[src/rtl/sq_diff_serial.sv]
// sq_diff_serial: serial shift-add (a-b)^2 with column truncation and saturating SSD accumulator
module sq_diff_serial #(
  parameter int W     = 6,
  parameter int TW    = 4,
  parameter int ACC_W = 2*W+8
) (
  input  logic               clk,
  input  logic               rst,
  input  logic               in_valid,
  output logic               in_ready,
  input  logic [W-1:0]       a,
  input  logic [W-1:0]       b,
  input  logic [TW-1:0]      trunc,
  input  logic               acc_en,
  input  logic               acc_clr,
  output logic               out_valid,
  input  logic               out_ready,
  output logic [2*W-1:0]     sq,
  output logic [ACC_W-1:0]   ssd,
  output logic               ovf
);
  localparam int IW = $clog2(W+1);
  typedef enum logic [1:0] {IDLE, DIFF, MUL, DONE} state_t;
  state_t state, state_n;
  logic [W-1:0]     a_r, b_r, d;
  logic [TW-1:0]    trunc_r;
  logic             acc_en_r, fin, bit_set;
  logic [2*W-1:0]   acc, pp;
  logic [IW-1:0]    i;
  logic [ACC_W:0]   sum;
  assign in_ready  = state == IDLE;
  assign out_valid = state == DONE;
  // MUL spends one extra cycle (i == W) to register the finished product into sq
  assign fin     = state == MUL && i == IW'(W);
  assign bit_set = |(d & (W'(1) << i));
  assign pp      = bit_set ? (({{W{1'b0}}, d} << i) & ({(2*W){1'b1}} << trunc_r)) : '0;
  assign sum     = {1'b0, ssd} + (ACC_W+1)'(acc);
  always_comb begin
    state_n = state;
    case (state)
      IDLE: state_n = in_valid ? DIFF : IDLE;
      DIFF: state_n = MUL;
      MUL:  state_n = fin ? DONE : MUL;
      DONE: state_n = out_ready ? IDLE : DONE;
      default: state_n = IDLE;
    endcase
  end
  always_ff @(posedge clk or posedge rst)
    if (rst) state <= IDLE;
    else state <= state_n;
  always_ff @(posedge clk or posedge rst) begin
    if (rst) begin
      a_r <= '0;
      b_r <= '0;
      d <= '0;
      trunc_r <= '0;
      acc_en_r <= 1'b0;
      acc <= '0;
      i <= '0;
      sq <= '0;
      ssd <= '0;
      ovf <= 1'b0;
    end else begin
      if (state == IDLE && in_valid) begin
        a_r <= a;
        b_r <= b;
        trunc_r <= trunc;
        acc_en_r <= acc_en;
      end
      if (state == DIFF) begin
        d <= a_r > b_r ? a_r - b_r : b_r - a_r;
        acc <= '0;
        i <= '0;
      end
      if (state == MUL && !fin) begin
        acc <= acc + pp;
        i <= i + 1'b1;
      end
      if (fin) sq <= acc;
      if (fin && acc_en_r) begin
        ssd <= acc_clr ? ACC_W'(acc) : sum[ACC_W] ? '1 : sum[ACC_W-1:0];
        ovf <= !acc_clr && (ovf || sum[ACC_W]);
      end else if (acc_clr) begin
        ssd <= '0;
        ovf <= 1'b0;
      end
    end
  end
endmodule
[config.mk]
export PLATFORM = sky130hd
export DESIGN_NAME = sq_diff_serial
export DESIGN_NICKNAME = d
export VERILOG_FILES = /design/src/rtl/sq_diff_serial.sv
export SDC_FILE = /design/constraint.sdc
export NUM_CORES = 1
export LEC_CHECK = 0
export BUFFER_PORTS_ARGS = -buffer_cell sky130_fd_sc_hd__buf_2
export CORE_MARGIN = 2
export CORE_UTILIZATION = 46
export DETAILED_ROUTE_END_ITERATION = 7
export PLACE_DENSITY = 0.65
export RECOVER_POWER = 50
export SLEW_MARGIN = 20
export SYNTH_ARGS = -nofsm -noshare
export SYNTH_HDL_FRONTEND = slang
export SYNTH_SLANG_ARGS = --single-unit
[constraint.sdc]
create_clock -name clk -period 6.4 [get_ports clk]
set_clock_uncertainty 0.05 [all_clocks]
set_input_delay 1.6 -clock clk [delete_from_list [all_inputs] [get_ports clk]]
set_output_delay 1.6 -clock clk [all_outputs]
set_load 0.05 [all_outputs]
==> key figures <==
Run status
  – Status: complete, no violations

Clock tree
  – Post-CTS Setup Bufs: 0
  – Root buf cell: clkbuf_8
  – Longest Clk Path Bufs: 2
  – Hold_buf cts: 0
  – Clock-pin transition on the worst setup and hold timing paths: 0.08 ns
  – Clock Sinks: 73
  – Clock Latency Late Sink: 0.37 ns
  – Post_cts resized: 0
  – CTS buffer count: 9
  – # H-tree levels: 3
  – CTS tree: built

Synth
  – Syn Nets: 595
  – EDFF count, synth: 0
  – Yosys cell types: 53
  – Synth Area per Inst: 9.17 µm²
  – Synthesized area: 0.00486 mm²
  – Mapped Cells: 530
  – Flops & latches, synth: 73
  – Sequential share of the synthesized area: 37.6%
  – Yosys warning count: 0
  – Ys async rst share: 100%
  – Ys flop type: dfrtp_1

Route
  – Routed WL: 10.6 mm
  – Routed Antenna Nets: 0
  – Vias: 4029
  – Initial DRC Count: 188
  – Routed length per placed instance: 14.8 µm
  – Vias per inst: 5.62
  – DRC Markers: 0
  – Drt pass-1 iters: 4

Finish
  – Core Util, Final: 53.0%
  – Total Nets Final: 642
  – Antenna cells: 0
  – Area delta synth->final: 12.0%
  – Commonest non-fill, non-tap cell in the layout: dfrtp_1
  – Layout cells sized above 1: 18.1%
  – Design Area, Final: 0.00545 mm²
  – Most frequent cells in the layout: dfrtp_1 (73), buf_2 (56), o21ai_0 (45)

Pwr
  – Overall power: 2.46 mW
  – PD cells: 452 mW/mm²
  – Total leakage power: 2.67 nW
  – Max VDD drop: 0.275 mV

Timing
  – Slew @ Worst Pin: 1.05 ns
  – Relative slew slack: 30.0%
  – Minimum clock period: 4.37 ns
  – Max-slew violations: 0
  – Final hold violations: 0
  – Count of final setup violators: 0
  – RSZ-0062 raised after global routing: false
  – Fmax: 229 MHz
  – Fin Setup TNS: 0 ns
  – Setup WS post-layout: 2.03 ns
  – Part of the cycle the worst path needs: 68.4%

Global route
  – Global route overflow: 0
  – Vias in the first global route: 3941
  – Top Usage Layer GRT: met2
  – Met3 Use GR: 3.83%
  – GRT Resource Usage Total: 20.5%
  – M2 GR Usage: 32.5%
  – Pin count of the biggest net entering global routing: 74
  – Antenna violations before repair: 0
  – Global-route wire length before repair: 18.7 mm
  – Global routing usage on met1: 27.7%

Worst setup path
  – Critical path class: reg2reg
  – Max FO, Critical Path: 13
  – CP Launch Type: flop
  – Worst setup EP type: flop
  – WP data arrival: 4.60 ns
  – Worst path required time: 6.63 ns

Floorplanning
  – Die Y: 107 µm
  – DIE WIDTH: 107 µm
  – Starting Density: 47.3%
  – Std cell rows: 37
  – Num ports: 57
  – Core ar.: 0.0103 mm²
  – DIE AREA: 0.0114 mm²

Placement
  – HPWL Detailed: 7.77 mm
  – Place WS: 2.14 ns
  – Global placer's final weighted congestion: 0.861
  – Input/output buffers: 56
  – Placed inst area: 0.00523 mm²

Min path
  – Worst hold path type: reg2reg

Job
  – Max Cap Viol: 0
[cell families (layout without fill, tap and decap cells)]
| kind of cell | Yosys count | after routing | share of synthesized area [%] |
|---|---|---|---|
| AND/OR/NAND/NOR | 167 | 167 | 16.4 |
| AO/OA/AOI/OAI | 145 | 145 | 19.0 |
| flip-flops | 73 | 73 | 37.6 |
| buffers and inverters | 47 | 98 | 3.89 |
| adder cells (fa/ha/maj) | 43 | 43 | 11.7 |
| multiplexers | 33 | 33 | 7.46 |
| XOR/XNOR | 22 | 22 | 3.96 |
[flip-flops by register name, summed over array words and instances, names as in the netlist]
signal    cells
a_r           6
acc          12
acc_en_r      1
b_r           6
d             6
i             3
ovf           1
sq           12
ssd          20
state         2
trunc_r       4
[worst paths after layout]
check / start / endpoint / slack (ns) / cells after the start
worst min register to register: sq[6]$_DFFE_PP0P_ / sq[6]$_DFFE_PP0P_ / 0.46 / 1
worst min-delay path: sq[6]$_DFFE_PP0P_ / sq[6]$_DFFE_PP0P_ / 0.46 / 1
worst max-delay path: i[0]$_DFFE_PP0P_ / acc[11]$_DFFE_PP0P_ / 2.03 / 16
min in group asynchronous: rst / sq[3]$_DFFE_PP0P_ / 1.45 / 3
worst max register to register: i[0]$_DFFE_PP0P_ / acc[11]$_DFFE_PP0P_ / 2.03 / 16
max in group asynchronous: rst / trunc_r[0]$_DFFE_PP0P_ / 4.21 / 3
[synth_stat cells, types with 9 or more instances]
master,instances,area (µm²)
a21o_1,9,67.6
a21oi_1,31,155
clkbuf_1,17,63.8
dfrtp_1,73,1830
ha_1,39,488
inv_1,25,93.8
mux2_2,22,248
mux2i_1,10,100
nand2_1,41,154
nand3_1,32,160
nor2_1,43,161
nor3_1,10,50.1
o21ai_0,45,225
xnor2_1,11,96.3
xor2_1,11,96.3
[worst max-delay path: stages, from the launching register on]
cell and delay [ns]:
dfrtp_1 0.52, inv_1 0.25, ha_1 0.25, a222oi_1 0.10, mux2i_1 0.15, a21oi_1 0.07
or2_2 0.32, or3_1 0.37, nor3_1 0.38, ha_1 0.34, a211oi_1 0.31, o21a_1 0.22
o21ai_1 0.13, o31ai_1 0.29, xor2_1 0.12, or3_1 0.32, o21ai_0 0.09
[layer usage]
metal,up-vias,share of wire [%]
li1,1998,-
met1,1933,49
met2,80,45
met3,18,3.4
met4,0,2.1
met5,-,0
[stage by stage]
stage	std cells	hold WS (ns)
2_1_floorplan	530	0.437
3_3_place_gp	702	0.432
3_5_place_dp	702	0.443
4_1_cts	717	0.460
5_1_grt	717	0.483
6_report	717	0.457
[report_power, final]
group          leakage [nW]  switching (mW)  internal (mW)  total (mW)
Sequential            0.957           0.178          0.607       0.785
Clock                 0.115           0.182          0.255       0.437
Combinational          1.60           0.744          0.494        1.24
[area by class of cell]
cell class,count,area [µm²]
clock buffers,9,124
clock inverters,6,108
fillers,954,4830
inverters,25,93.8
multi-input cells,410,2830
flip-flops and latches,73,1830
well taps,136,170
repair buffers,58,295
Note: power is estimated with default switching activity, not from simulation.
